File: src/rtl/mac_seq_pkg.sv
// Shared definitions for the sequenced multiply-accumulate controller:
// FSM state encoding, default operand/result widths and the accumulator
// saturation value used when MAC_SEQ_ACC_EN is defined.
package mac_seq_pkg;

  localparam int DW_DEF = 8;
  localparam int YW_DEF = 18;

  localparam logic [YW_DEF-1:0] ACC_SAT = {YW_DEF{1'b1}};

  typedef enum logic [1:0] {
    IDLE   = 2'd0,
    MUL_AB = 2'd1,
    MUL_CD = 2'd2,
    DONE   = 2'd3
  } state_e;

endpackage

File: src/rtl/mul_u8x8.sv
// Purely combinational unsigned DW x DW multiplier with a full 2*DW-bit
// product. Instantiated once and time-shared by mac_seq_ctrl.
module mul_u8x8
  import mac_seq_pkg::*;
#(
  parameter int DW = DW_DEF
) (
  input  logic [DW-1:0]   a,
  input  logic [DW-1:0]   b,
  output logic [2*DW-1:0] p
);

  // Operands widened to the product width so no bits are lost.
  assign p = {{DW{1'b0}}, a} * {{DW{1'b0}}, b};

endmodule

File: src/rtl/mac_seq_ctrl.sv
// Computes Y = A*B + C*D with one shared multiplier over two cycles.
// Build option: MAC_SEQ_ACC_EN adds the acc_clr port, accumulates Y across
// transactions and saturates at all-ones.
//
// state  | meaning
// IDLE   | in_ready high, waiting for an operand set
// MUL_AB | multiplier sees A_r*B_r, result loaded into acc
// MUL_CD | multiplier sees C_r*D_r, result added into acc
// DONE   | out_valid high, Y held until out_ready
module mac_seq_ctrl
  import mac_seq_pkg::*;
#(
  parameter int DW = DW_DEF,
  parameter int YW = YW_DEF
) (
  input  logic          sys_clk,
  input  logic          sys_rst_n,
  input  logic          in_valid,
  output logic          in_ready,
  input  logic [DW-1:0] A,
  input  logic [DW-1:0] B,
  input  logic [DW-1:0] C,
  input  logic [DW-1:0] D,
  output logic [YW-1:0] Y,
  output logic          out_valid,
  input  logic          out_ready,
`ifdef MAC_SEQ_ACC_EN
  input  logic          acc_clr,
`endif
  output logic          busy
);

  if (YW < 2*DW+1) begin : g_bad_yw
    $error("mac_seq_ctrl: YW must be at least 2*DW+1");
  end

  state_e          state_q, state_d;
  logic [DW-1:0]   a_q, a_d, b_q, b_d, c_q, c_d, d_q, d_d;
  logic [YW-1:0]   acc_q, acc_d;
  logic [DW-1:0]   mul_a, mul_b;
  logic [2*DW-1:0] prod;
  logic [YW-1:0]   acc_next;

  mul_u8x8 #(.DW(DW)) u_mul (
    .a (mul_a),
    .b (mul_b),
    .p (prod)
  );

  // Multiplier operand select; zero outside the multiply states to keep it quiet.
  always_comb begin
    mul_a = '0;
    mul_b = '0;
    case (state_q)
      MUL_AB: begin
        mul_a = a_q;
        mul_b = b_q;
      end
      MUL_CD: begin
        mul_a = c_q;
        mul_b = d_q;
      end
      default: ;
    endcase
  end

`ifdef MAC_SEQ_ACC_EN
  localparam logic [YW-1:0] SAT_VAL = (YW == YW_DEF) ? YW'(ACC_SAT) : {YW{1'b1}};
  logic [YW:0] sum_ext;

  // One extra carry bit detects overflow; clamp to all-ones once it fires.
  assign sum_ext  = {1'b0, acc_q} + {{(YW+1-2*DW){1'b0}}, prod};
  assign acc_next = sum_ext[YW] ? SAT_VAL : sum_ext[YW-1:0];
`else
  logic [YW-1:0] acc_base;

  // The clear on accept is folded into the MUL_AB load so Y only moves in
  // the two multiply states.
  assign acc_base = (state_q == MUL_AB) ? '0 : acc_q;
  assign acc_next = acc_base + {{(YW-2*DW){1'b0}}, prod};
`endif

  // Next-state, operand capture and accumulator update.
  always_comb begin
    state_d = state_q;
    a_d     = a_q;
    b_d     = b_q;
    c_d     = c_q;
    d_d     = d_q;
    acc_d   = acc_q;
    case (state_q)
      IDLE: begin
`ifdef MAC_SEQ_ACC_EN
        if (acc_clr) acc_d = '0;
`endif
        if (in_valid) begin
          a_d     = A;
          b_d     = B;
          c_d     = C;
          d_d     = D;
          state_d = MUL_AB;
        end
      end
      MUL_AB: begin
        acc_d   = acc_next;
        state_d = MUL_CD;
      end
      MUL_CD: begin
        acc_d   = acc_next;
        state_d = DONE;
      end
      DONE: begin
        if (out_ready) state_d = IDLE;
      end
      default: state_d = IDLE;
    endcase
  end

  // State, operand and accumulator registers with synchronous reset.
  always_ff @(posedge sys_clk) begin
    if (!sys_rst_n) begin
      state_q <= IDLE;
      a_q     <= '0;
      b_q     <= '0;
      c_q     <= '0;
      d_q     <= '0;
      acc_q   <= '0;
    end else begin
      state_q <= state_d;
      a_q     <= a_d;
      b_q     <= b_d;
      c_q     <= c_d;
      d_q     <= d_d;
      acc_q   <= acc_d;
    end
  end

  assign in_ready  = (state_q == IDLE);
  assign out_valid = (state_q == DONE);
  assign busy      = (state_q != IDLE);
  assign Y         = acc_q;

endmodule

File: config.mk
export PLATFORM = sky130hd
export DESIGN_NAME = mac_seq_ctrl
export DESIGN_NICKNAME = d
export VERILOG_FILES = /design/src/rtl/mac_seq_pkg.sv /design/src/rtl/mul_u8x8.sv /design/src/rtl/mac_seq_ctrl.sv
export SDC_FILE = /design/constraint.sdc
export NUM_CORES = 1
export LEC_CHECK = 0
export ABC_AREA = 1
export CAP_MARGIN = 25
export CORE_AREA = 10 10 141 143
export DETAILED_ROUTE_END_ITERATION = 12
export DIE_AREA = 0 0 151 153
export SLEW_MARGIN = 10
export SYNTH_ARGS = -nofsm -noshare
export SYNTH_HDL_FRONTEND = slang
export SYNTH_SLANG_ARGS = --single-unit
File: constraint.sdc
create_clock -name sys_clk -period 6.6 [get_ports sys_clk]
set_input_delay 1.98 -clock sys_clk [delete_from_list [all_inputs] [get_ports sys_clk]]
set_output_delay 1.98 -clock sys_clk [all_outputs]
set_load 0.01 [all_outputs]
==> insert_results.sql, run 1 <==
INSERT INTO impl_metrics (metric_group, metric, value, unit) VALUES
('global_routing', 'antenna_found_initial', '0', ''),
('cells_and_area', 'fin_cells', '974', ''),
('critical_path', 'cp_max_fo', '28', ''),
('global_routing', 'largest_net_degree_at_the_start_of_global_routing', '65', ''),
('floorplan', 'floorplan_die_area', '0.0231', 'mm^2'),
('critical_path', 'worst_setup_path_end_kind', 'register', ''),
('synth', 'synth-warning-count', '0', ''),
('job', 'drv_cap', '0', ''),
('floorplan', 'floorplan.die.width', '151', 'um'),
('clock_tree', 'cts_hold_buf', '0', ''),
('routing', 'drc_errors', '0', ''),
('global_routing', 'globalRoute.totalOverflow', '0', ''),
('placement', 'post-place-cells', '966', ''),
('synth', 'synth_seq_cells', '52', ''),
('clock_tree', 'number_of_gates_resized_after_cts', '0', ''),
('synth', 'post_synth_inst_count', '702', ''),
('critical_path', 'timing.critical_path.required', '6.84', 'ns'),
('sta', 'clock_skew', '0.00874', 'ns'),
('cells_and_area', 'finalNetCount', '880', ''),
('power_and_ir_drop', 'p_total', '0.00166', 'W'),
('cells_and_area', 'most_frequent_standard_cell_in_the_layout_excluding_fill_and_tap_cells', 'sky130_fd_sc_hd__inv_1', ''),
('sta', 'drv_slew', '0', ''),
('clock_tree', 'worst_skew_pair.late_latency', '0.31', 'ns'),
('hold_path', 'path_class_of_the_lowest_slack_min_delay_path', 'register to register', ''),
('floorplan', 'fp.coreArea', '0.0171', 'mm^2'),
('global_routing', 'grt_pass1_wl', '20.8', 'mm'),
('cells_and_area', 'drive_above_1_share', '4.67', '%'),
('clock_tree', 'numCtsBuffers', '5', ''),
('placement', 'pre_cts_slack', '1.32', 'ns'),
('global_routing', 'first_global_vias', '4297', ''),
('cells_and_area', 'mostFrequentLayoutCells', '174 x sky130_fd_sc_hd__inv_1, 125 x sky130_fd_sc_hd__nand2_1, 66 x sky130_fd_sc_hd__nor2_1', ''),
('routing', 'wl', '12.1', 'mm'),
('clock_tree', 'cts.sink_count', '52', ''),
('routing', 'routed-via-count', '4235', ''),
('routing', 'wire_per_inst', '12.5', 'um'),
('critical_path', 'critPathSlowestCell', 'sky130_fd_sc_hd__ha_1', ''),
('critical_path', 'path_class', 'register to register', ''),
('synth', 'postSynthNetCount', '834', ''),
('cells_and_area', 'count_of_antenna_diodes_in_the_layout', '0', ''),
('floorplan', 'i_o_pin_total', '57', ''),
('clock_tree', 'cts.root.buffer_cell', 'sky130_fd_sc_hd__clkbuf_16', ''),
('sta', 'worst_pin_slew', '0.876', 'ns'),
('power_and_ir_drop', 'power_leakage', '2.99', 'nW'),
('critical_path', 'cp_common_cell', 'sky130_fd_sc_hd__nand2_1', ''),
('synth', 'count_of_unique_library_cells_instantiated_by_yosys', '28', ''),
('critical_path', 'critical_path_s_top_delay_family', 'adder cells', ''),
('critical_path', 'worst_setup_path_start_kind', 'register', ''),
('routing', 'route.antenna.remaining_nets', '0', ''),
('clock_tree', 'cts_tree', 'yes', ''),
('clock_tree', 'cts.clk_slew.worst_paths', '0.07', 'ns'),
('synth', 'postSynthAreaPerCell', '7.14', 'um^2'),
('clock_tree', 'clockBufferDepth', '2', ''),
('clock_tree', 'ctsHtreeMaxLevel', '2', ''),
('sta', 'layout_min_cycle_time', '5.32', 'ns'),
('run_status', 'outcome', 'finished, final reports clean', ''),
('sta', 'maxSlewHeadroom', '41.6', '%'),
('sta', 'finalCritPeriodShare', '80.6', '%'),
('critical_path', 'crit_path_max_incr_delay', '0.87', 'ns'),
('critical_path', 'cp_cell_sequence', 'inv_1 > ha_1 > nand2_1 > nor2_1 > fa_1 > fa_1 > fa_1 > inv_1 > fa_1 > inv_1 > ha_1 > nand2_1 > nand2_1 > nand2_1 > nand2_1 > a21oi_1 > nand3_1 > nand2_1 > nor2_1 > nor2_1', ''),
('global_routing', 'grt.total_usage', '11.0', '%'),
('synth', 'syn_area', '0.00501', 'mm^2'),
('sta', 'hold_viol', '0', ''),
('sta', 'maximum_clock_rate', '0.188', 'GHz'),
('routing', 'starting_drc_count_in_detailed_routing', '230', ''),
('routing', 'vias_per_cell', '4.35', ''),
('synth', 'proportion_of_synthesized_chip_area_in_sequential_cells', '20.8', '%'),
('cells_and_area', 'synthToLayoutAreaGrowth', '18.6', '%'),
('sta', 'fin_tns_setup', '0', 'ns'),
('placement', 'place.gp.congestion', '0.914', ''),
('routing', 'detailedRoute.firstPassIterationCount', '6', ''),
('power_and_ir_drop', 'power_density', '280', 'mW/mm^2');
==> Yosys cell counts <==
master / number / area (um^2)
sky130_fd_sc_hd__nand2_2: 2 / 12.5
sky130_fd_sc_hd__clkinv_1: 2 / 7.51
sky130_fd_sc_hd__a21oi_1: 51 / 255
sky130_fd_sc_hd__buf_2: 8 / 40.0
sky130_fd_sc_hd__or2_1: 2 / 12.5
sky130_fd_sc_hd__a21oi_2: 1 / 8.76
sky130_fd_sc_hd__a211oi_1: 1 / 7.51
sky130_fd_sc_hd__nor2_2: 4 / 25.0
sky130_fd_sc_hd__o21ai_0: 42 / 210
sky130_fd_sc_hd__nor3_1: 1 / 5.00
sky130_fd_sc_hd__o21ai_1: 4 / 20.0
sky130_fd_sc_hd__ha_1: 46 / 576
sky130_fd_sc_hd__inv_1: 174 / 653
sky130_fd_sc_hd__xnor2_1: 1 / 8.76
sky130_fd_sc_hd__nor2_1: 66 / 248
sky130_fd_sc_hd__nand2_1: 125 / 469
sky130_fd_sc_hd__nand3_1: 18 / 90.1
sky130_fd_sc_hd__o22ai_2: 3 / 37.5
sky130_fd_sc_hd__inv_2: 11 / 41.3
sky130_fd_sc_hd__buf_4: 1 / 7.51
sky130_fd_sc_hd__nand3_2: 2 / 20.0
sky130_fd_sc_hd__nand4_1: 2 / 12.5
sky130_fd_sc_hd__clkbuf_1: 11 / 41.3
sky130_fd_sc_hd__xor2_1: 7 / 61.3
sky130_fd_sc_hd__o22ai_1: 14 / 87.6
sky130_fd_sc_hd__dfxtp_1: 52 / 1040
sky130_fd_sc_hd__nand2_4: 1 / 11.3
sky130_fd_sc_hd__fa_1: 50 / 1000
==> tightest hold or removal path, stage by stage (launching register included) <==
cell and delay [ns]:
sky130_fd_sc_hd__dfxtp_1 0.30, sky130_fd_sc_hd__inv_1 0.06, sky130_fd_sc_hd__a21oi_1 0.05
==> cell type report <==
class | instances | area, um^2
Clock buffer | 5 | 125
Clock inverter | 3 | 28.8
Inverter | 187 | 702
Multi-Input combinational cell | 443 | 3180
Tap cell | 225 | 282
Fill cell | 1835 | 11100
Sequential cell | 52 | 1040
Timing Repair Buffer | 59 | 583
==> per-layer routing <==
layer  GRT usage (%)  part of all wire [%]  wire (um)
met5               0                     0          0
met2            19.5                    51       6220
met3            2.01                   4.7        573
met1            13.2                    43       5180
met4            2.89                   1.4        166
==> through the flow <==
stage	hold WS (ns)	util (%)	cell area, um^2
2_1_floorplan	0.429	-	5010
3_3_place_gp	0.442	33.9	5790
3_5_place_dp	0.448	33.9	5790
4_1_cts	0.458	34.8	5940
5_1_grt	0.480	34.8	5940
6_report	0.452	34.8	5940
==> flip-flops by register name (all words and copies together) (netlist names) <==
register / count
Y: 18
a_q: 8
b_q: 8
c_q: 8
d_q: 8
state_q: 2
==> cells by family after synthesis <==
kind of cell	share of synthesized area, %
buffers and inverters	15.8
AO/OA/AOI/OAI	12.5
adder cells (fa/ha/maj)	31.5
flip-flops	20.8
XOR/XNOR	1.40
AND/OR/NAND/NOR	18.1
==> final timing paths <==
kind,from,to,slack (ns),cells past startpoint
setup / recovery,state_q[0]$_SDFFE_PN0P_,Y[17]$_SDFFE_PN0N_,1.28,20
hold / removal,d_q[7]$_SDFFE_PN0P_,d_q[7]$_SDFFE_PN0P_,0.45,2
setup reg to reg,state_q[0]$_SDFFE_PN0P_,Y[17]$_SDFFE_PN0N_,1.28,20
hold reg to reg,d_q[7]$_SDFFE_PN0P_,d_q[7]$_SDFFE_PN0P_,0.45,2
==> power by group <==
group	internal, W	switching (W)	total, W
sequential	0.000415	0.0000439	0.000459
clock	0.000147	0.000136	0.000283
combinational	0.000333	0.000587	0.000919
Power figures use the tool's default switching activity.
==> inputs of run 2 (changes only) <==
==> constraint.sdc (replaced) <==
create_clock -name sys_clk -period 4.7 [get_ports sys_clk]
set_input_delay 1.41 -clock sys_clk [delete_from_list [all_inputs] [get_ports sys_clk]]
set_output_delay 1.41 -clock sys_clk [all_outputs]
set_load 0.01 [all_outputs]
==> insert_results.sql, run 2 (same netlist as run 1, synthesis figures left out) <==
INSERT INTO impl_metrics (metric_group, metric, value, unit) VALUES
('sta', 'finalCritPeriodShare', '96.0', '%'),
('placement', 'place.gp.congestion', '0.868', ''),
('cells_and_area', 'most_frequent_standard_cell_in_the_layout_excluding_fill_and_tap_cells', 'sky130_fd_sc_hd__inv_1', ''),
('power_and_ir_drop', 'vdd_drop_max', '0.000234', 'V'),
('sta', 'report.final.setup_viol', '0', ''),
('floorplan', 'fp.coreArea', '0.0171', 'mm^2'),
('floorplan', 'i_o_pin_total', '57', ''),
('routing', 'wire_per_inst', '12.8', 'um'),
('routing', 'starting_drc_count_in_detailed_routing', '249', ''),
('hold_path', 'hold_path_depth', '2', ''),
('sta', 'hold_viol', '0', ''),
('sta', 'whs', '0.469', 'ns'),
('sta', 'worst_pin_slew', '0.992', 'ns'),
('floorplan', 'floorplan_die_area', '0.0231', 'mm^2'),
('power_and_ir_drop', 'power_density', '427', 'mW/mm^2'),
('global_routing', 'grt.total_usage', '11.2', '%'),
('critical_path', 'cp_max_fo', '5', ''),
('routing', 'route.antenna.remaining_nets', '0', ''),
('sta', 'drv_slew', '0', ''),
('cells_and_area', 'area.sequential', '0.00104', 'mm^2'),
('critical_path', 'crit_path_end', 'Y[13]$_SDFFE_PN0N_', ''),
('critical_path', 'timing.critical_path.required', '4.92', 'ns'),
('critical_path', 'setup.reg_to_reg.worst_slack', '0.19', 'ns'),
('critical_path', 'path_class', 'register to register', ''),
('floorplan', 'floorplan.die.width', '151', 'um'),
('clock_tree', 'cts.root.buffer_cell', 'sky130_fd_sc_hd__clkbuf_16', ''),
('floorplan', 'effective_utilization_at_floorplan', '29.4', '%'),
('placement', 'port_buffers', '56', ''),
('cells_and_area', 'finalNetCount', '933', ''),
('placement', 'pre_cts_slack', '-0.138', 'ns'),
('critical_path', 'worst_setup_path_start_kind', 'register', ''),
('sta', 'fin_tns_setup', '0', 'ns'),
('sta', 'layout_min_cycle_time', '4.51', 'ns'),
('global_routing', 'antenna_found_initial', '0', ''),
('power_and_ir_drop', 'power_leakage', '3.33', 'nW'),
('clock_tree', 'cts.sink_count', '52', ''),
('sta', 'maxSlewHeadroom', '33.7', '%'),
('clock_tree', 'numCtsBuffers', '5', ''),
('global_routing', 'largest_net_degree_at_the_start_of_global_routing', '41', ''),
('run_status', 'outcome', 'finished, final reports clean', ''),
('job', 'drv_cap', '0', ''),
('global_routing', 'first_global_vias', '4290', ''),
('sta', 'layout_setup_ws', '0.187', 'ns'),
('sta', 'rsz0062_at_grt', 'yes', ''),
('cells_and_area', 'multi_input_comb_area', '0.00358', 'mm^2'),
('routing', 'vias_per_cell', '4.36', ''),
('global_routing', 'grt_pass1_wl', '20.9', 'mm'),
('routing', 'detailedRoute.firstPassIterationCount', '5', ''),
('critical_path', 'worst_r2r_path_depth', '23', ''),
('routing', 'drc_errors', '0', ''),
('clock_tree', 'cts_hold_buf', '0', ''),
('cells_and_area', 'mostFrequentLayoutCells', '171 x sky130_fd_sc_hd__inv_1, 108 x sky130_fd_sc_hd__nand2_1, 56 x sky130_fd_sc_hd__clkdlybuf4s50_1', ''),
('global_routing', 'globalRoute.totalOverflow', '0', ''),
('clock_tree', 'clockBufferDepth', '2', ''),
('clock_tree', 'cts_tree', 'yes', ''),
('critical_path', 'setup.worst_path.start', 'state_q[0]$_SDFFE_PN0P_', ''),
('floorplan', 'placementRows', '48', ''),
('cells_and_area', 'drive_above_1_share', '18.5', '%'),
('critical_path', 'worst_setup_path_end_kind', 'register', ''),
('cells_and_area', 'final.fill_count', '1737', ''),
('cells_and_area', 'synthToLayoutAreaGrowth', '36.0', '%'),
('critical_path', 'arrival', '4.73', 'ns'),
('power_and_ir_drop', 'p_total', '0.00291', 'W'),
('critical_path', 'r2r-start', 'state_q[0]$_SDFFE_PN0P_', ''),
('routing', 'routed-via-count', '4482', ''),
('clock_tree', 'ctsHtreeMaxLevel', '2', ''),
('cells_and_area', 'count_of_antenna_diodes_in_the_layout', '0', ''),
('cells_and_area', 'largest_register_ff_count', '18', ''),
('sta', 'clock_skew', '0.00979', 'ns'),
('floorplan', 'die_outline_height', '153', 'um'),
('routing', 'wl', '13.2', 'mm'),
('clock_tree', 'worst_skew_pair.late_latency', '0.31', 'ns'),
('sta', 'maximum_clock_rate', '0.222', 'GHz'),
('clock_tree', 'cts.clk_slew.worst_paths', '0.08', 'ns'),
('hold_path', 'path_class_of_the_lowest_slack_min_delay_path', 'register to register', ''),
('placement', 'hpwl', '10.4', 'mm'),
('critical_path', 'worst_r2r_endpoint', 'Y[13]$_SDFFE_PN0N_', '');
run 2: cell count changes in the layout (fill, tap and decap cells not counted), sizes merged:
| cell | previous run | this run |
|---|---|---|
| inv | 188 | 189 |
| clkinv | 2 | 3 |
| clkbuf | 5 | 7 |
| buf | 3 | 52 |
run 2: per-stage QoR:
step / instances / area (um^2) / utilization (%)
after floorplan: 702 / 5010 / -
after global placement: 1005 / 6090 / 35.7
after detailed placement: 1005 / 6090 / 35.7
after CTS: 1013 / 6280 / 36.8
after global routing: 1027 / 6820 / 40.0
final: 1027 / 6820 / 40.0
run 2: worst min path at each step:
| stage | startpoint | slack, ns | endpoint |
|---|---|---|---|
| 3_3_place_gp | a_q[4]$_SDFFE_PN0P_ | 0.44 | a_q[4]$_SDFFE_PN0P_ |
| 2_1_floorplan | c_q[0]$_SDFFE_PN0P_ | 0.43 | c_q[0]$_SDFFE_PN0P_ |
| 4_1_cts | a_q[5]$_SDFFE_PN0P_ | 0.46 | a_q[5]$_SDFFE_PN0P_ |
| 5_1_grt | a_q[7]$_SDFFE_PN0P_ | 0.50 | a_q[7]$_SDFFE_PN0P_ |
| 3_5_place_dp | a_q[1]$_SDFFE_PN0P_ | 0.45 | a_q[1]$_SDFFE_PN0P_ |
| 6_report | a_q[0]$_SDFFE_PN0P_ | 0.47 | a_q[0]$_SDFFE_PN0P_ |
run 2: where the power goes:
group / switching [W] / internal, W / leakage, nW / total [W]
Sequential: 0.0000626 / 0.000585 / 0.430 / 0.000647
Clock: 0.000198 / 0.000206 / 0.0767 / 0.000404
Combinational: 0.00106 / 0.000797 / 2.82 / 0.00186
Total: 0.00133 / 0.00159 / 3.33 / 0.00291
run 2: final cells by class:
type | count | area share [%]
timing repair inverter | 2 | 0.257
sequential | 52 | 15.3
clock buffer | 5 | 1.84
tap | 225 | 4.13
timing repair buffer | 110 | 14.9
clock inverter | 3 | 0.422
inverter | 187 | 10.7
multi-input combinational | 443 | 52.5
run 2: worst max-delay path, cell delays in order, from the launching register on:
cell and delay (ns):
sky130_fd_sc_hd__dfxtp_2 0.34, sky130_fd_sc_hd__buf_4 0.13, sky130_fd_sc_hd__ha_4 0.24, sky130_fd_sc_hd__clkinv_8 0.11
sky130_fd_sc_hd__o22ai_2 0.17, sky130_fd_sc_hd__buf_4 0.17, sky130_fd_sc_hd__nand2_1 0.07, sky130_fd_sc_hd__fa_1 0.54
sky130_fd_sc_hd__inv_1 0.05, sky130_fd_sc_hd__fa_1 0.49, sky130_fd_sc_hd__inv_1 0.05, sky130_fd_sc_hd__fa_1 0.46
sky130_fd_sc_hd__fa_1 0.54, sky130_fd_sc_hd__inv_1 0.06, sky130_fd_sc_hd__ha_4 0.25, sky130_fd_sc_hd__or2_1 0.24
sky130_fd_sc_hd__nand3_2 0.10, sky130_fd_sc_hd__nand2_4 0.08, sky130_fd_sc_hd__nand2_2 0.07, sky130_fd_sc_hd__nand2_1 0.05
sky130_fd_sc_hd__nand2_1 0.05, sky130_fd_sc_hd__nand3_1 0.06, sky130_fd_sc_hd__nand2_1 0.06, sky130_fd_sc_hd__inv_1 0.03
run 2: routing by layer:
layer  part of all wire (%)  GRT usage, %  wire length, um  up-vias
li1                       -             -                -     2317
met1                     45          13.7             5930     2083
met2                     50          19.8             6600       70
met3                    3.2          1.62              427       12
met4                    1.5          3.30              200        0
met5                      0             0                0        -
run 2: timing repair:
item	4_1_cts	5_1_grt
gates resized for setup	9	81
endpoints found under the setup margin	9	13
pin swaps	0	17
buffers inserted	0	10
cloned	0	4
==> inputs of run 3 (changes only) <==
--- a/config.mk
+++ b/config.mk
@@ -7,9 +7,9 @@
 export LEC_CHECK = 0
 export ABC_AREA = 1
 export CAP_MARGIN = 25
-export CORE_AREA = 10 10 141 143
+export CORE_AREA = 2 2 133 135
 export DETAILED_ROUTE_END_ITERATION = 12
-export DIE_AREA = 0 0 151 153
+export DIE_AREA = 0 0 135 137
 export SLEW_MARGIN = 10
 export SYNTH_ARGS = -nofsm -noshare
 export SYNTH_HDL_FRONTEND = slang
==> insert_results.sql, run 3 (same netlist as run 1, synthesis figures left out) <==
INSERT INTO impl_metrics (metric_group, metric, value, unit) VALUES
('run_status', 'outcome', 'finished, final reports clean', ''),
('sta', 'maxSlewHeadroom', '39.4', '%'),
('floorplan', 'effective_utilization_at_floorplan', '29.4', '%'),
('clock_tree', 'cts.sink_count', '52', ''),
('floorplan', 'floorplan.die.width', '135', 'um'),
('critical_path', 'timing.critical_path.required', '4.91', 'ns'),
('power_and_ir_drop', 'power_density', '425', 'mW/mm^2'),
('power_and_ir_drop', 'p_sw', '0.00128', 'W'),
('power_and_ir_drop', 'p_total', '0.00285', 'W'),
('critical_path', 'r2r-start', 'state_q[1]$_SDFFE_PN0P_', ''),
('floorplan', 'floorplan_die_area', '0.0185', 'mm^2'),
('sta', 'whs', '0.465', 'ns'),
('sta', 'finalCritPeriodShare', '95.7', '%'),
('global_routing', 'antenna_found_initial', '0', ''),
('global_routing', 'first_global_vias', '4578', ''),
('clock_tree', 'worst_skew_pair.late_latency', '0.31', 'ns'),
('power_and_ir_drop', 'power.switching_fraction', '44.9', '%'),
('routing', 'wire_per_inst', '12.6', 'um'),
('clock_tree', 'cts_tree', 'yes', ''),
('power_and_ir_drop', 'intPower', '0.00157', 'W'),
('critical_path', 'crit_path_max_incr_delay', '0.57', 'ns'),
('clock_tree', 'cts.root.buffer_cell', 'sky130_fd_sc_hd__clkbuf_16', ''),
('job', 'drv_cap', '0', ''),
('floorplan', 'fp.coreArea', '0.0171', 'mm^2'),
('sta', 'worst_pin_slew', '0.906', 'ns'),
('critical_path', 'cp_max_fo', '16', ''),
('floorplan', 'placementRows', '48', ''),
('critical_path', 'setup.reg_to_reg.worst_slack', '0.20', 'ns'),
('hold_path', 'hold_path_end', 'a_q[0]$_SDFFE_PN0P_', ''),
('global_routing', 'largest_net_degree_at_the_start_of_global_routing', '65', ''),
('power_and_ir_drop', 'vdd_drop_max', '0.000251', 'V'),
('clock_tree', 'clockBufferDepth', '2', ''),
('hold_path', 'path_class_of_the_lowest_slack_min_delay_path', 'register to register', ''),
('critical_path', 'worst_r2r_endpoint', 'Y[11]$_SDFFE_PN0N_', ''),
('placement', 'place.gp.congestion', '0.880', ''),
('placement', 'port_buffers', '56', ''),
('sta', 'drv_slew', '0', ''),
('clock_tree', 'cts_hold_buf', '0', ''),
('power_and_ir_drop', 'share_seq_of_total_power', '22.9', '%'),
('sta', 'layout_min_cycle_time', '4.50', 'ns'),
('routing', 'drc_errors', '0', ''),
('routing', 'detailedRoute.firstPassIterationCount', '4', ''),
('critical_path', 'arrival', '4.71', 'ns'),
('clock_tree', 'numCtsBuffers', '5', ''),
('cells_and_area', 'multi_input_comb_area', '0.00352', 'mm^2'),
('sta', 'report.final.setup_viol', '0', ''),
('cells_and_area', 'final.fill_count', '1796', ''),
('hold_path', 'worstHoldStart', 'a_q[0]$_SDFFE_PN0P_', ''),
('cells_and_area', 'mostFrequentLayoutCells', '172 x sky130_fd_sc_hd__inv_1, 110 x sky130_fd_sc_hd__nand2_1, 56 x sky130_fd_sc_hd__clkdlybuf4s50_1', ''),
('routing', 'wl', '12.9', 'mm'),
('global_routing', 'grt_pass1_wl', '21.2', 'mm'),
('power_and_ir_drop', 'share_clk_of_total_power', '14.2', '%'),
('sta', 'rsz0062_at_grt', 'yes', ''),
('critical_path', 'worst_setup_path_start_kind', 'register', ''),
('critical_path', 'critical_path_s_top_delay_family', 'adder cells', ''),
('routing', 'starting_drc_count_in_detailed_routing', '372', ''),
('critical_path', 'worst_r2r_path_depth', '21', ''),
('power_and_ir_drop', 'power_leakage', '3.28', 'nW'),
('hold_path', 'hold_path_depth', '2', ''),
('critical_path', 'path_class', 'register to register', ''),
('routing', 'routed-via-count', '4519', ''),
('critical_path', 'critical_path_buf_inv_count', '6', ''),
('power_and_ir_drop', 'power.share.combinational', '62.9', '%'),
('cells_and_area', 'count_of_antenna_diodes_in_the_layout', '0', ''),
('critical_path', 'cp_cell_sequence', 'inv_4 > ha_4 > inv_8 > buf_4 > o22ai_4 > nand2_4 > nor2_1 > fa_1 > inv_1 > fa_1 > fa_1 > fa_1 > inv_1 > ha_1 > nand2_1 > nand2_1 > a21oi_1 > nand2_1 > xor2_1 > o21ai_1 > inv_1', ''),
('cells_and_area', 'most_frequent_standard_cell_in_the_layout_excluding_fill_and_tap_cells', 'sky130_fd_sc_hd__inv_1', ''),
('critical_path', 'worst_setup_path_end_kind', 'register', ''),
('routing', 'route.antenna.remaining_nets', '0', ''),
('cells_and_area', 'synthToLayoutAreaGrowth', '33.9', '%'),
('sta', 'hold_viol', '0', ''),
('global_routing', 'grt.total_usage', '14.4', '%'),
('clock_tree', 'ctsHtreeMaxLevel', '2', ''),
('floorplan', 'die_outline_height', '137', 'um'),
('sta', 'maximum_clock_rate', '0.222', 'GHz'),
('cells_and_area', 'drive_above_1_share', '17.2', '%'),
('clock_tree', 'cts.clk_slew.worst_paths', '0.08', 'ns'),
('cells_and_area', 'largest_register_ff_count', '18', ''),
('floorplan', 'i_o_pin_total', '57', ''),
('critical_path', 'critPathSlowestCell', 'sky130_fd_sc_hd__fa_1', ''),
('global_routing', 'globalRoute.totalOverflow', '0', ''),
('placement', 'hpwl', '10.1', 'mm'),
('routing', 'vias_per_cell', '4.43', ''),
('cells_and_area', 'area.sequential', '0.00105', 'mm^2'),
('sta', 'clock_skew', '0.0115', 'ns'),
('critical_path', 'cp_common_cell', 'sky130_fd_sc_hd__fa_1', ''),
('cells_and_area', 'finalNetCount', '927', '');
## run 3: cell types whose count changed in the layout (fill, tap and decap cells not counted), sizes merged
cell / previous run / this run
clkinv: 3 / 2
inv: 189 / 188
buf: 52 / 48
## run 3: worst max path at each step
stage          slack, ns            endpoint  depth (start not counted)               startpoint
2_1_floorplan       0.15  Y[13]$_SDFFE_PN0N_                         24  state_q[0]$_SDFFE_PN0P_
3_3_place_gp       -0.05  Y[17]$_SDFFE_PN0N_                         22  state_q[1]$_SDFFE_PN0P_
3_5_place_dp       -0.11  Y[11]$_SDFFE_PN0N_                         20  state_q[0]$_SDFFE_PN0P_
4_1_cts            0.008  Y[11]$_SDFFE_PN0N_                         20  state_q[0]$_SDFFE_PN0P_
5_1_grt            -0.07  Y[11]$_SDFFE_PN0N_                         21  state_q[0]$_SDFFE_PN0P_
6_report            0.20  Y[11]$_SDFFE_PN0N_                         21  state_q[1]$_SDFFE_PN0P_
## run 3: worst reg2reg max path: stages (launching register included)
cell	delay (ns)
sky130_fd_sc_hd__dfxtp_4	0.38
sky130_fd_sc_hd__inv_4	0.05
sky130_fd_sc_hd__ha_4	0.17
sky130_fd_sc_hd__inv_8	0.15
sky130_fd_sc_hd__buf_4	0.17
sky130_fd_sc_hd__o22ai_4	0.09
sky130_fd_sc_hd__nand2_4	0.11
sky130_fd_sc_hd__nor2_1	0.06
sky130_fd_sc_hd__fa_1	0.53
sky130_fd_sc_hd__inv_1	0.05
sky130_fd_sc_hd__fa_1	0.57
sky130_fd_sc_hd__fa_1	0.44
sky130_fd_sc_hd__fa_1	0.50
sky130_fd_sc_hd__inv_1	0.04
sky130_fd_sc_hd__ha_1	0.34
sky130_fd_sc_hd__nand2_1	0.07
sky130_fd_sc_hd__nand2_1	0.09
sky130_fd_sc_hd__a21oi_1	0.16
sky130_fd_sc_hd__nand2_1	0.11
sky130_fd_sc_hd__xor2_1	0.15
sky130_fd_sc_hd__o21ai_1	0.12
sky130_fd_sc_hd__inv_1	0.05
## run 3: final cells by class
class,instances,share of cell area (%)
inverter,187,10.7
timing repair buffer,106,14.7
tap,225,4.19
sequential,52,15.6
multi-input combinational,443,52.5
clock buffer,5,1.86
clock inverter,3,0.429
## run 3: power by group through the flow
| stage | sequential (W) | clock (W) | combinational (W) |
|---|---|---|---|
| floorplan | 0.000667 | 0 | 0.000874 |
| global placement | 0.000652 | 0 | 0.00145 |
| detailed placement | 0.000654 | 0 | 0.00146 |
| CTS | 0.000645 | 0.000421 | 0.00150 |
| global route | 0.000675 | 0.000431 | 0.00199 |
| finish | 0.000655 | 0.000404 | 0.00180 |
## run 3: metal layers
layer | wire length (um) | up-vias | GRT usage (%)
met2 | 6360 | 72 | 25.9
met4 | 323 | 0 | 4.80
li1 | - | 2304 | -
met3 | 566 | 20 | 2.11
met1 | 5600 | 2123 | 17.8
met5 | 0 | - | 0
## run 3: repair_timing
| action | 4_1_cts | 5_1_grt |
|---|---|---|
| gates cloned | 0 | 2 |
| buffers inserted | 0 | 7 |
| setup endpoints to repair | 9 | 12 |
| gates resized for setup | 10 | 70 |
| pin swaps | 0 | 23 |
## run 3: stage by stage
step           setup WS, ns  TNS, ns  utilization, %  cell area [um^2]  cells
5_1_grt             -0.0690   -0.230            39.3              6710   1021
3_5_place_dp         -0.115   -0.503            35.7              6080   1004
6_report              0.203        0            39.3              6710   1021
2_1_floorplan         0.145        0               -              5010    702
3_3_place_gp        -0.0530   -0.190            35.7              6080   1004
4_1_cts             0.00766        0            36.9              6290   1012
==> patch (config.mk and constraints of run 1) <==
Change the package constant `YW_DEF` from 18 to 36.
--- a/src/rtl/mac_seq_pkg.sv
+++ b/src/rtl/mac_seq_pkg.sv
@@ -6,3 +6,3 @@
   localparam int DW_DEF = 8;
-  localparam int YW_DEF = 18;
+  localparam int YW_DEF = 36;
 
Ports: changed (resized Y); port bits go from 57 to 75. No check against the original RTL was run, so the function may have changed too.
==> patch against run 1 <==
  * Critical path depth grew 8
  * Hold slack gained 0.0058 ns
  * Clock power grew 72%
  * Final area grew 29%
  * Wire length grew 45%
  * Via count grew 38%
  * Worst setup slack lost 0.44 ns
  * Sequential cell count grew 18
  * Area after synthesis grew 28%
  * First-iteration DRC count grew 15%
  * Total power grew 21%
  * Count of clock-buffer cells in the layout grew 4
  * Combinational power grew 2.6%
==> patch: results (changes against run 1) <==
Run status
  – Status: complete, no violations

Synthesis
  – Seq/Total Area, Yosys: 21.8% (+1.0 points)
  – Synthesized Nets: 1069 (+28%)
  – Yosys cell types: 38 (+36%)
  – Commonest cells in the netlist: inv_1 (202), nand2_1 (169), nor2_1 (139)
  – Ranking of synthesized cells by area: dfxtp_1 (22%), fa_1 (16%), inv_1 (12%)
  – Mean Syn Cell Area: 6.86 µm² (-3.8%)

Detailed routing
  – WL final: 17.6 mm (+45%)
  – DR pass1 iterations: 5 (-1)
  – Post-DR vias/cell: 4.74 (+9.1%)
  – Drt wl/cell: 14.2 µm (+14%)
  – Starting DRT DRC Count: 264 (+15%)

Timing
  – Pin slew with the least headroom to its limit: 0.864 ns (-0.0118 ns)
  – Clock Skew: 0.0159 ns (+0.00712 ns)

Power
  – Pleak: 3.70 nW (+24%)
  – Peak supply drop: 0.179 mV (+28%)
  – Internal: 1.11 mW (+24%)

Global route
  – M1 GR Usage: 19.8% (+6.6 points)
  – Grt met3 use: 3.34% (+1.3 points)
  – Number of global-route vias before repair: 6035 (+40%)
  – Total Routing Usage GR: 15.9% (+4.9 points)
  – Met2 Usage GRT: 26.7% (+7.2 points)
  – Largest net degree at the start of global routing: 60 (-7.7%)
  – First-pass GRT wire length: 29.7 mm (+43%)

Final layout
  – Fill count: 1834 (-0.054%)
  – Number of flip-flops under the largest register name: 36 (+18)
  – Share of layout cells above drive strength 1: 6.05% (+1.4 points)

Place
  – Setup WS pre-CTS: 0.835 ns (-0.488 ns)
  – GPL Wtd Cong: 0.935 (+2.2%)
  – Cells after DPL: 1218 (+26%)
  – Dpl hpwl: 14.1 mm (+39%)
  – Count of input and output buffers: 74 (+32%)

CTS
  – Num CTS Buffers: 9 (+4)
  – CTS H-tree lvls: 3 (+1)
  – Worst-Skew Late Latency: 0.36 ns (+0.05 ns)
  – Max clock buf depth: 2 (unchanged)
  – Root Buffer: clkbuf_16

Setup path
  – Maximum fanout along the worst path: 16 (-43%)
  – Crit path DAT: 5.99 ns (+0.43 ns)
  – Slowest stage cell, crit path: fa_1
  – CP peak stage delay: 0.54 ns (-0.33 ns)
-- patch: final timing paths --
check	startpoint	to	slack, ns	cells after the start
setup / recovery	state_q[0]	Y[22]	0.84	28
hold / removal	a_q[1]	a_q[1]	0.46	2
setup reg to reg	state_q[0]	Y[22]	0.84	28
hold reg to reg	a_q[1]	a_q[1]	0.46	2
-- patch: cells by family (layout without fill, tap and decap cells) --
kind of cell	after synthesis	after routing	share of synthesized area [%]
DFF	70	70	21.8
adders and majority gates	96	96	24.5
AOI/OAI and AO/OA	136	136	11.6
and+or+nand+nor	389	389	26.3
xor gates and xnor gates	10	10	1.36
buffers and inverters	236	308	14.5
-- patch: area by class of cell --
| type | count | area, µm² | share of cell area (%) |
|---|---|---|---|
| Tap cell | 225 | 282 | 3.67 |
| Multi-Input combinational cell | 631 | 4100 | 53.5 |
| Sequential cell | 70 | 1400 | 18.3 |
| Clock buffer | 9 | 225 | 2.94 |
| Timing Repair Buffer | 82 | 801 | 10.5 |
| Inverter | 210 | 797 | 10.4 |
| Clock inverter | 7 | 57.6 | 0.751 |
-- patch: worst min-delay path, cell delays in order (launching register included) --
cell and delay, ns:
dfxtp_1 0.30, inv_1 0.06, a21oi_1 0.05
-- patch: stage by stage --
stage          utilization (%)  hold slack [ns]  cell area [µm²]
5_1_grt                   44.9            0.483             7660
3_5_place_dp              43.3            0.447             7380
3_3_place_gp              43.3            0.444             7380
2_1_floorplan                -            0.429             6430
6_report                  44.9            0.458             7660
4_1_cts                   44.9            0.456             7660
-- patch: power groups by stage --
stage	combinational (mW)	clock (mW)	sequential [mW]
finish	0.943	0.486	0.574
CTS	0.952	0.499	0.575
detailed placement	0.948	0	0.584
global placement	0.940	0	0.581
floorplan	0.641	0	0.587
global route	1.08	0.513	0.585
-- patch: per-layer routing --
layer | share of wire, % | routed length, µm
met3 | 4.8 | 835
met5 | 0 | 0
met1 | 45 | 7860
met4 | 2.0 | 360
met2 | 48 | 8520
